<file path="src/rtl/axis_pad_pkg.sv">
// Shared widths, beat layout and skid-buffer state encoding for the axis_pad block.
package axis_pad_pkg;

  localparam int IN_W  = 24;
  localparam int OUT_W = 32;
  localparam int PAD_W = 8;

  localparam logic [PAD_W-1:0] PAD_VALUE_DEFAULT = 8'h00;

  typedef struct packed {
    logic [IN_W-1:0] data;
    logic            last;
    logic            sof;
  } beat_t;

  // Encoding is {main_valid, skid_valid}; 2'b01 cannot occur.
  typedef enum logic [1:0] {
    SKID_EMPTY = 2'b00,
    SKID_ONE   = 2'b10,
    SKID_FULL  = 2'b11
  } skid_state_t;

  function automatic logic [OUT_W-1:0] pad_beat(input logic [PAD_W-1:0] pad,
                                                input logic [IN_W-1:0]  data);
    return {pad, data};
  endfunction

endpackage

</file>
<file path="src/rtl/axis_skid_buf.sv">
// Generic 2-entry skid buffer: main register M drives the output, skid register S
// catches the one beat accepted while the output stalls. Ready is registered.
module axis_skid_buf
  import axis_pad_pkg::*;
#(
  parameter int W = 8
) (
  input  logic         clk,
  input  logic         reset,
  input  logic [W-1:0] i_data,
  input  logic         i_valid,
  output logic         o_ready,
  output logic [W-1:0] o_data,
  output logic         o_valid,
  input  logic         i_ready,
  output logic [1:0]   o_state
);

  // Handshake: a beat transfers on a rising edge where valid and ready are both 1;
  // valid never waits on ready and payload holds while valid is high and ready is low.
  skid_state_t r_state;
  skid_state_t w_state_next;
  logic [W-1:0] r_m_data;
  logic [W-1:0] r_s_data;
  logic         r_ready;
  logic         w_in_fire;
  logic         w_out_fire;
  logic         w_load_m_in;
  logic         w_load_m_s;
  logic         w_load_s;

  assign w_in_fire  = i_valid & r_ready;
  assign w_out_fire = (r_state != SKID_EMPTY) & i_ready;

  always_ff @(posedge clk) begin
    if (reset) r_state <= SKID_EMPTY;
    else       r_state <= w_state_next;
  end

  always_comb begin
    w_state_next = r_state;
    case (r_state)
      SKID_EMPTY: if (w_in_fire) w_state_next = SKID_ONE;
      SKID_ONE: begin
        if (w_in_fire && !w_out_fire)      w_state_next = SKID_FULL;
        else if (!w_in_fire && w_out_fire) w_state_next = SKID_EMPTY;
      end
      SKID_FULL:  if (w_out_fire) w_state_next = SKID_ONE;
      default:    w_state_next = SKID_EMPTY;
    endcase
  end

  always_comb begin
    w_load_m_in = 1'b0;
    w_load_m_s  = 1'b0;
    w_load_s    = 1'b0;
    case (r_state)
      SKID_EMPTY: w_load_m_in = w_in_fire;
      SKID_ONE: begin
        w_load_m_in = w_in_fire & w_out_fire;
        w_load_s    = w_in_fire & ~w_out_fire;
      end
      SKID_FULL:  w_load_m_s = w_out_fire;
      default: ;
    endcase
  end

  // Ready for the next cycle is simply "skid slot will be free".
  always_ff @(posedge clk) begin
    if (reset) begin
      r_m_data <= '0;
      r_s_data <= '0;
      r_ready  <= 1'b0;
    end else begin
      r_ready <= (w_state_next != SKID_FULL);
      if (w_load_m_in)     r_m_data <= i_data;
      else if (w_load_m_s) r_m_data <= r_s_data;
      if (w_load_s)        r_s_data <= i_data;
    end
  end

  assign o_ready = r_ready;
  assign o_valid = (r_state != SKID_EMPTY);
  assign o_data  = r_m_data;
  assign o_state = r_state;

endmodule

</file>
<file path="src/rtl/axis_pad.sv">
// 24->32 bit AXI4-Stream widener with pad byte, registered skid buffer and debug counters.
// Define AXIS_PAD_SOF_EN to add out_AXIS_tuser marking the first beat of each packet.
module axis_pad
  import axis_pad_pkg::*;
#(
  parameter logic [PAD_W-1:0] PAD_VALUE = PAD_VALUE_DEFAULT,
  parameter int               CNT_W     = 16
) (
  input  logic             clk,
  input  logic             reset,
  input  logic [IN_W-1:0]  in_AXIS_tdata,
  input  logic             in_AXIS_tvalid,
  input  logic             in_AXIS_tlast,
  output logic             in_AXIS_tready,
  output logic [OUT_W-1:0] out_AXIS_tdata,
  output logic             out_AXIS_tvalid,
  output logic             out_AXIS_tlast,
  input  logic             out_AXIS_tready,
  output logic [CNT_W-1:0] beat_count,
  output logic [CNT_W-1:0] pkt_count,
  output logic [1:0]       dbg_state
`ifdef AXIS_PAD_SOF_EN
  ,
  output logic             out_AXIS_tuser
`endif
);

  logic            w_in_ready;
  logic            w_out_valid;
  logic [IN_W-1:0] w_out_data;
  logic            w_out_last;
  logic            w_in_fire;
  logic            w_out_fire;

`ifdef AXIS_PAD_SOF_EN
  localparam int PL_W = $bits(beat_t);
  beat_t w_in_beat;
  beat_t w_out_beat;
  logic  r_sof_pending;

  // The beat after reset or after any tlast opens a new packet.
  always_ff @(posedge clk) begin
    if (reset)          r_sof_pending <= 1'b1;
    else if (w_in_fire) r_sof_pending <= in_AXIS_tlast;
  end

  logic [PL_W-1:0] w_in_pl;
  logic [PL_W-1:0] w_out_pl;
  assign w_in_beat      = '{data: in_AXIS_tdata, last: in_AXIS_tlast, sof: r_sof_pending};
  assign w_in_pl        = w_in_beat;
  assign w_out_beat     = beat_t'(w_out_pl);
  assign w_out_data     = w_out_beat.data;
  assign w_out_last     = w_out_beat.last;
  assign out_AXIS_tuser = w_out_valid & w_out_beat.sof;
`else
  localparam int PL_W = IN_W + 1;
  logic [PL_W-1:0] w_in_pl;
  logic [PL_W-1:0] w_out_pl;
  assign w_in_pl    = {in_AXIS_tdata, in_AXIS_tlast};
  assign w_out_data = w_out_pl[PL_W-1:1];
  assign w_out_last = w_out_pl[0];
`endif

  axis_skid_buf #(.W(PL_W)) u_skid (
    .clk     (clk),
    .reset   (reset),
    .i_data  (w_in_pl),
    .i_valid (in_AXIS_tvalid),
    .o_ready (w_in_ready),
    .o_data  (w_out_pl),
    .o_valid (w_out_valid),
    .i_ready (out_AXIS_tready),
    .o_state (dbg_state)
  );

  assign w_in_fire  = in_AXIS_tvalid & w_in_ready;
  assign w_out_fire = w_out_valid & out_AXIS_tready;

  assign in_AXIS_tready  = w_in_ready;
  assign out_AXIS_tvalid = w_out_valid;
  assign out_AXIS_tdata  = w_out_valid ? pad_beat(PAD_VALUE, w_out_data) : '0;
  assign out_AXIS_tlast  = w_out_valid & w_out_last;

  logic [CNT_W-1:0] r_beat_count;
  logic [CNT_W-1:0] r_pkt_count;

  always_ff @(posedge clk) begin
    if (reset) begin
      r_beat_count <= '0;
      r_pkt_count  <= '0;
    end else begin
      if (w_in_fire) r_beat_count <= in_AXIS_tlast ? '0 : r_beat_count + 1'b1;
      if (w_out_fire && w_out_last) r_pkt_count <= r_pkt_count + 1'b1;
    end
  end

  assign beat_count = r_beat_count;
  assign pkt_count  = r_pkt_count;

endmodule

</file>
<file path="config.mk">
export PLATFORM = sky130hd
export DESIGN_NAME = axis_pad
export DESIGN_NICKNAME = d
export VERILOG_FILES = /design/src/rtl/axis_pad_pkg.sv /design/src/rtl/axis_skid_buf.sv /design/src/rtl/axis_pad.sv
export SDC_FILE = /design/constraint.sdc
export NUM_CORES = 1
export LEC_CHECK = 0
export BUFFER_PORTS_ARGS = -buffer_cell sky130_fd_sc_hd__buf_2
export CAP_MARGIN = 25
export CORE_MARGIN = 4
export CORE_UTILIZATION = 45
export CTS_BUF_LIST = sky130_fd_sc_hd__clkbuf_4 sky130_fd_sc_hd__clkbuf_8 sky130_fd_sc_hd__clkbuf_16
export CTS_CLUSTER_DIAMETER = 150
export CTS_CLUSTER_SIZE = 14
export DETAILED_ROUTE_END_ITERATION = 16
export PLACE_DENSITY = 0.76
export SLEW_MARGIN = 20
export SYNTH_ARGS = -nofsm -noshare
export SYNTH_HDL_FRONTEND = slang
export SYNTH_SLANG_ARGS = --single-unit
</file>
<file path="constraint.sdc">
create_clock -name clk -period 2.58 [get_ports clk]
set_input_delay 0.258 -clock clk [delete_from_list [all_inputs] [get_ports clk]]
set_output_delay 0.258 -clock clk [all_outputs]
set_load 0.05 [all_outputs]
</file>
==> results.cfg, run 1 <==
[sta]
grt_setup_unrepaired = false
hold_viol_final = 0
clock.fmax_mhz = 490
whs_ps = 147
setup_viol = 0
worst_pin_slew_ps = 584
timing.final.max_slew_violations = 0
finalClockSkew_ps = 9.96
period_needed_ps = 2040
period_share = 0.791
finalSetupTns_ps = 0
slew_headroom = 0.609

[grt]
grt_max_degree = 48
grt_pass1_vias = 3263
antenna_found_initial = 0
grt-ovfl-total = 0
gr-usage-all-layers = 0.190
grt_pass1_wl_um = 15200

[setup_path]
timing.critical_path.to_type = output pin
r2r-start = u_skid.o_state[0]$_SDFF_PP0_
arrival_ps = 1780
crit_path_start_kind = flip-flop
timing.rr.end = pkt_count[12]$_SDFFE_PP0P_
rrSetupSlack_ps = 550
r2r_cells = 4
worstPathRequired_ps = 2320
timing_worst_setup_path_type = reg2out
path_max_fanout = 26

[floorplanning]
boundaryPins = 98
core_area_um2 = 7810
fp.dieW_um = 98.3
start_util = 0.470
std_cell_rows = 32
die_h_um = 98.3
die-area_um2 = 9660

[final_layout]
nets = 557
antenna_cells = 0
syn2layout_area_growth_pct = 20.2
final_cell_mix = 89 x buf_2, 86 x nand2_1, 85 x dfxtp_1, 64 x a21oi_1, 26 x and2_1
layout-drive-gt1-share = 0.234
seq_area_um2 = 1700
final_common_cell = buf_2
nFillCells = 726
multi_input_area_um2 = 1810

[logic_synthesis]
synth_top_area_share = 0.464
synth_edf_count = 0
ys.flop_type = dfxtp_1
synth_area_um2 = 3670
synth_area_per_cell_um2 = 8.24
yosysWarnings = 0
synth_cell_types = 37
syn_inst = 445
ys_ff_latch = 85
async_reset_ff_frac = 0
yosys.area.top_type = dfxtp_1
synthTopCellsByArea = dfxtp_1 46%, nand2_1 8.8%, a21oi_1 8.7%, o221ai_1 6.0%, and2_1 4.4%
ys_seq_area_frac = 0.464

[place]
dp_hpwl_um = 6400
port_buffers = 89
globalplace.congestion = 0.864

[cts]
cts_buffers = 9
clk_pin_slew_ps = 90
cts-htree-levels = 3
cts-root-buf = clkbuf_8
clkLatencyLatePin_ps = 360
clockBufferDepth = 2
hold_buffers = 0
postCtsSetupRepairBufs = 0
cts_tree = yes
cts_resized = 0
cts_sinks = 85

[detailed_routing]
dr.pass1.iters = 4
drt_iter0_drc = 194
routed_wl_um = 9060
via_count = 3395
drtAntennaViolNets = 0
drc = 0
via_per_inst = 5.36
wl_per_cell_um = 14.3

[min_path]
hold_depth = 3
min_path_type = in2reg
hp-start = in_AXIS_tdata[19]
min_to = u_skid.r_s_data[20]$_SDFFE_PP0P_

[power]
max-vdd-ir-drop_uv = 337
p_per_area_nw_per_um2 = 585
leakage_nw = 1.71

[status]
status = finished, final reports clean

[flow_run]
max-cap-violations = 0
==> per-stage QoR <==
| step | util | cells | cell area, µm² | worst slack [ps] | power, W |
|---|---|---|---|---|---|
| final | 0.564 | 633 | 4410 | 539 | 0.00258 |
| after global routing | 0.564 | 633 | 4410 | 390 | 0.00269 |
| after CTS | 0.564 | 633 | 4410 | 523 | 0.00260 |
| after detailed placement | 0.536 | 617 | 4190 | 579 | 0.00158 |
| after global placement | 0.536 | 617 | 4190 | 636 | 0.00157 |
| after floorplan | - | 452 | 3690 | 120 | 0.00152 |
==> metal layers <==
metal | vias to the layer above | wire, µm | global-route usage
li1 | 1691 | - | -
met1 | 1591 | 3970 | 0.240
met2 | 100 | 4260 | 0.307
met3 | 13 | 728 | 0.0679
met4 | 0 | 104 | 0.0557
met5 | - | 0 | 0
==> worst max-delay path, cell delays in order (launching register included) <==
cell     delay [ps]
dfxtp_1         500
or2_2           450
and2_1          210
buf_2           270
==> synth_stat cells, types with 3 or more instances <==
| cell type | number |
|---|---|
| inv_1 | 6 |
| nand3_1 | 13 |
| nor2_1 | 25 |
| or4_1 | 3 |
| nor4_1 | 5 |
| buf_4 | 8 |
| or3_1 | 9 |
| xnor2_1 | 11 |
| nand4_1 | 4 |
| dfxtp_1 | 85 |
| o221ai_1 | 25 |
| and2_1 | 26 |
| o21ai_0 | 10 |
| buf_2 | 5 |
| nor3_1 | 4 |
| a21oi_1 | 64 |
| o31ai_1 | 3 |
| clkbuf_1 | 21 |
| nand2_1 | 86 |
| xor2_1 | 7 |
| and4_1 | 3 |
==> cell type report <==
class	count	area share
Tap cell	102	0.0290
Sequential cell	85	0.386
Clock inverter	6	0.0199
Multi-Input combinational cell	325	0.412
Timing Repair Buffer	99	0.118
Inverter	6	0.00511
Clock buffer	10	0.0298
==> sequential cells by signal (all words and copies together), names as in the netlist <==
signal and flops:
pkt_count 16, u_skid.o_ready 1, beat_count 16, u_skid.o_data 25
u_skid.r_s_data 25, u_skid.o_state 2
==> cells by family (layout without fill, tap and decap cells) <==
logic type,count (synthesis),in the layout,share of synthesized area
adder cells (fa/ha/maj),2,2,0.00682
other,1,8,0.00102
AO/OA/AOI/OAI,106,106,0.177
buffers and inverters,42,121,0.0529
XOR/XNOR,18,18,0.0430
flip-flops,85,85,0.464
multiplexers,2,2,0.00546
AND/OR/NAND/NOR,189,189,0.250
==> worst max path at each step <==
| stage | start | endpoint | slack (ps) |
|---|---|---|---|
| 5_1_grt | u_skid.o_state[0]$_SDFF_PP0_ | pkt_count[12]$_SDFFE_PP0P_ | 390 |
| 2_1_floorplan | u_skid.o_state[0]$_SDFF_PP0_ | out_AXIS_tdata[14] | 120 |
| 3_5_place_dp | u_skid.o_state[0]$_SDFF_PP0_ | pkt_count[12]$_SDFFE_PP0P_ | 580 |
| 3_3_place_gp | u_skid.o_state[0]$_SDFF_PP0_ | pkt_count[15]$_SDFFE_PP0P_ | 640 |
| 6_report | u_skid.o_state[0]$_SDFF_PP0_ | out_AXIS_tdata[23] | 540 |
| 4_1_cts | u_skid.o_state[0]$_SDFF_PP0_ | out_AXIS_tdata[14] | 520 |
==> where the power goes <==
group	switching [W]	leakage [nW]	internal, W
Combinational	0.000152	0.921	0.0000546
Clock	0.000473	0.102	0.000554
Sequential	0.0000120	0.687	0.00133
Total	0.000637	1.71	0.00194
Power figures use the tool's default switching activity.
==> run 2, diff against run 1 <==
--- a/config.mk
+++ b/config.mk
@@ -5,6 +5,7 @@
 export SDC_FILE = /design/constraint.sdc
 export NUM_CORES = 1
 export LEC_CHECK = 0
+export ABC_AREA = 1
 export BUFFER_PORTS_ARGS = -buffer_cell sky130_fd_sc_hd__buf_2
 export CAP_MARGIN = 25
 export CORE_MARGIN = 4
@@ -13,7 +14,7 @@
 export CTS_CLUSTER_DIAMETER = 150
 export CTS_CLUSTER_SIZE = 14
 export DETAILED_ROUTE_END_ITERATION = 16
-export PLACE_DENSITY = 0.76
+export PLACE_DENSITY = 0.78
 export SLEW_MARGIN = 20
 export SYNTH_ARGS = -nofsm -noshare
 export SYNTH_HDL_FRONTEND = slang
==> constraint.sdc (replaced) <==
create_clock -name clk -period 1.8 [get_ports clk]
set_input_delay 0.18 -clock clk [delete_from_list [all_inputs] [get_ports clk]]
set_output_delay 0.18 -clock clk [all_outputs]
set_load 0.05 [all_outputs]
==> run 2 against run 1 <==
Utilization rose by 0.83 points. Worst hold slack got worse by 36 ps. Combinational power is 120% higher. Via count is 8.9% higher. Clock skew is 0.57 ps higher. Die area up 4.9%. Sequential power is 47% higher. Count of clock-buffer cells in the layout grew 3. Sequential share of layout area decreased by 2.8 points. Cell count grew 16%. First-iteration DRC count down 43%. Total power increased by 49%. Critical endpoint is now out_AXIS_tdata[13]. Highest routed layer unchanged.
==> results.cfg, run 2 <==
[status]
status = finished, final reports clean

[sta]
setup_viol = 0
finalClockSkew_ps = 10.5
period_share = 0.946
worst_pin_slew_ps = 523
slew_headroom = 0.651
finalSetupTns_ps = 0
hold_viol_final = 0
grt_setup_unrepaired = false
period_needed_ps = 1700
timing.final.max_slew_violations = 0
clock.fmax_mhz = 588

[setup_path]
crit_path_start_kind = flip-flop
path_max_fanout = 14
crit_slowest_cell = dfxtp_2
worstPathRequired_ps = 1620
arrival_ps = 1520
cp_cell_sequence = inv_2 > nand2_4 > inv_6 > buf_12 > nor2_4 > buf_2
r2r_cells = 9
critical_path_buf_inv_count = 4
timing.critical_path.to_type = output pin
max_stage_delay_ps = 390
path_delay_family = buffers and inverters
crit_cells = 6
timing_worst_setup_path_type = reg2out

[cts]
cts_sinks = 85
postCtsSetupRepairBufs = 0
clk_pin_slew_ps = 80
clockBufferDepth = 2
cts-htree-levels = 3
cts-root-buf = clkbuf_8
cts_buffers = 9
hold_buffers = 0
clkLatencyLatePin_ps = 340
cts_tree = yes

[detailed_routing]
drtAntennaViolNets = 0
routed_wl_um = 9050
via_count = 3697
dr.pass1.iters = 4
via_per_inst = 5.02
wl_per_cell_um = 12.3
drt_iter0_drc = 111
drc = 0

[final_layout]
fin_area_um2 = 4750
antenna_cells = 0
nFillCells = 780
syn2layout_area_growth_pct = 23.1
layout-drive-gt1-share = 0.244
final_common_cell = nor2_1
final_cell_mix = 97 x nor2_1, 89 x buf_2, 83 x dfxtp_1, 63 x inv_1, 54 x nand2_1
fin_cells = 737
nets = 658

[floorplanning]
core_area_um2 = 8300
start_util = 0.465
fp.dieW_um = 101
boundaryPins = 98
std_cell_rows = 33
die-area_um2 = 10100
die_h_um = 101

[logic_synthesis]
synth_area_um2 = 3860
yosysMostFrequentCell = nor2_1
ys_seq_area_frac = 0.441
synth_cell_types = 30
synth_top_area_share = 0.441
synth_area_per_cell_um2 = 7.11
synth_edf_count = 0
ys_ff_latch = 85
syn_inst = 543
synthTopCellsByArea = dfxtp_1 44%, nor2_1 11%, inv_1 6.1%, a21oi_1 5.6%, o21ai_0 5.3%
async_reset_ff_frac = 0
ys.flop_type = dfxtp_1
yosysWarnings = 0
yosys.area.top_type = dfxtp_1
synthTopCellsByCount = 117 x nor2_1, 85 x dfxtp_1, 63 x inv_1, 54 x nand2_1, 43 x a21oi_1

[place]
port_buffers = 89
dp_hpwl_um = 6350
post_dp_cell_area_um2 = 4530
globalplace.congestion = 0.901
dp_cells = 721

[power]
max-vdd-ir-drop_uv = 453
p_per_area_nw_per_um2 = 810
leakage_nw = 1.96

[grt]
grt_max_degree = 60
grt_pass1_wl_um = 15000
grt_pass1_vias = 3380
grt-ovfl-total = 0
antenna_found_initial = 0
gr-usage-all-layers = 0.179

[min_path]
min_path_type = in2reg
hold_depth = 3

[flow_run]
max-cap-violations = 0
==> run 2: changes by cell type in the layout (fill, tap and decap cells not counted), sizes merged, moves of 21 or more <==
cell / delta
o22ai: +25
nand2: -27
and2: -26
a21oi: -21
o221ai: -25
inv: +63
nor2: +96
o21ai: +56
==> run 2: timing repair <==
action | in CTS | in global routing
pin swaps | 0 | 0
resized for setup | 1 | 1
endpoints found under the setup margin | 14 | 13
==> run 2: metal layers <==
metal  wire [µm]  track usage  part of all wire  up-vias
li1            -            -                 -     1914
met1        4050        0.226              0.45     1669
met2        4410        0.306              0.49      112
met3         572       0.0388             0.063        2
met4          18       0.0508            0.0020        0
met5           0            0                 0        -
==> run 2: final cells by class <==
type                       instances  area [µm²]  area share
multi-input combinational        364        1900       0.400
sequential                        85        1700       0.359
timing repair buffer              98         538       0.113
inverter                          69         264      0.0556
clock buffer                      13         173      0.0363
tap                              105         131      0.0276
clock inverter                     3        42.5     0.00895
==> run 2: power by group <==
| part | switching [W] | total, W | internal (W) |
|---|---|---|---|
| clock | 0.000652 | 0.00142 | 0.000770 |
| combinational | 0.000328 | 0.000459 | 0.000131 |
| sequential | 0.0000316 | 0.00197 | 0.00193 |
| total | 0.00101 | 0.00385 | 0.00284 |
==> run 2: final timing paths <==
| kind | start | end | slack [ps] |
|---|---|---|---|
| min | in_AXIS_tdata[5] | u_skid.r_s_data[6]$_SDFFE_PP0P_ | 110 |
| min reg2reg | u_skid.r_s_data[11]$_SDFFE_PP0P_ | u_skid.r_s_data[11]$_SDFFE_PP0P_ | 460 |
| max | u_skid.o_state[0]$_SDFF_PP0_ | out_AXIS_tdata[13] | 100 |
| max reg2reg | u_skid.o_ready$_SDFF_PP0_ | u_skid.o_data[21]$_SDFFE_PP0P_ | 290 |
==> run 2: logic make-up after synthesis <==
logic type / share of synthesized area
xor+xnor: 0.00681
flops: 0.441
compound gates: 0.191
other cells: 0.000971
buf+inv: 0.113
fa+ha+maj: 0.00648
simple gates: 0.241
==> run 2: worst min-delay path: stages <==
cell and delay, ps:
buf_2 90, o21ai_0 70, nor2_1 80
==> run 2: through the flow <==
stage	utilization	hold slack (ps)	setup WS (ps)	power, W
after floorplan	-	323	35.8	0.00236
after global placement	0.546	434	267	0.00246
after detailed placement	0.546	445	242	0.00247
after CTS	0.572	97.4	24.3	0.00390
after global routing	0.573	107	31.1	0.00404
final	0.573	111	98.0	0.00385
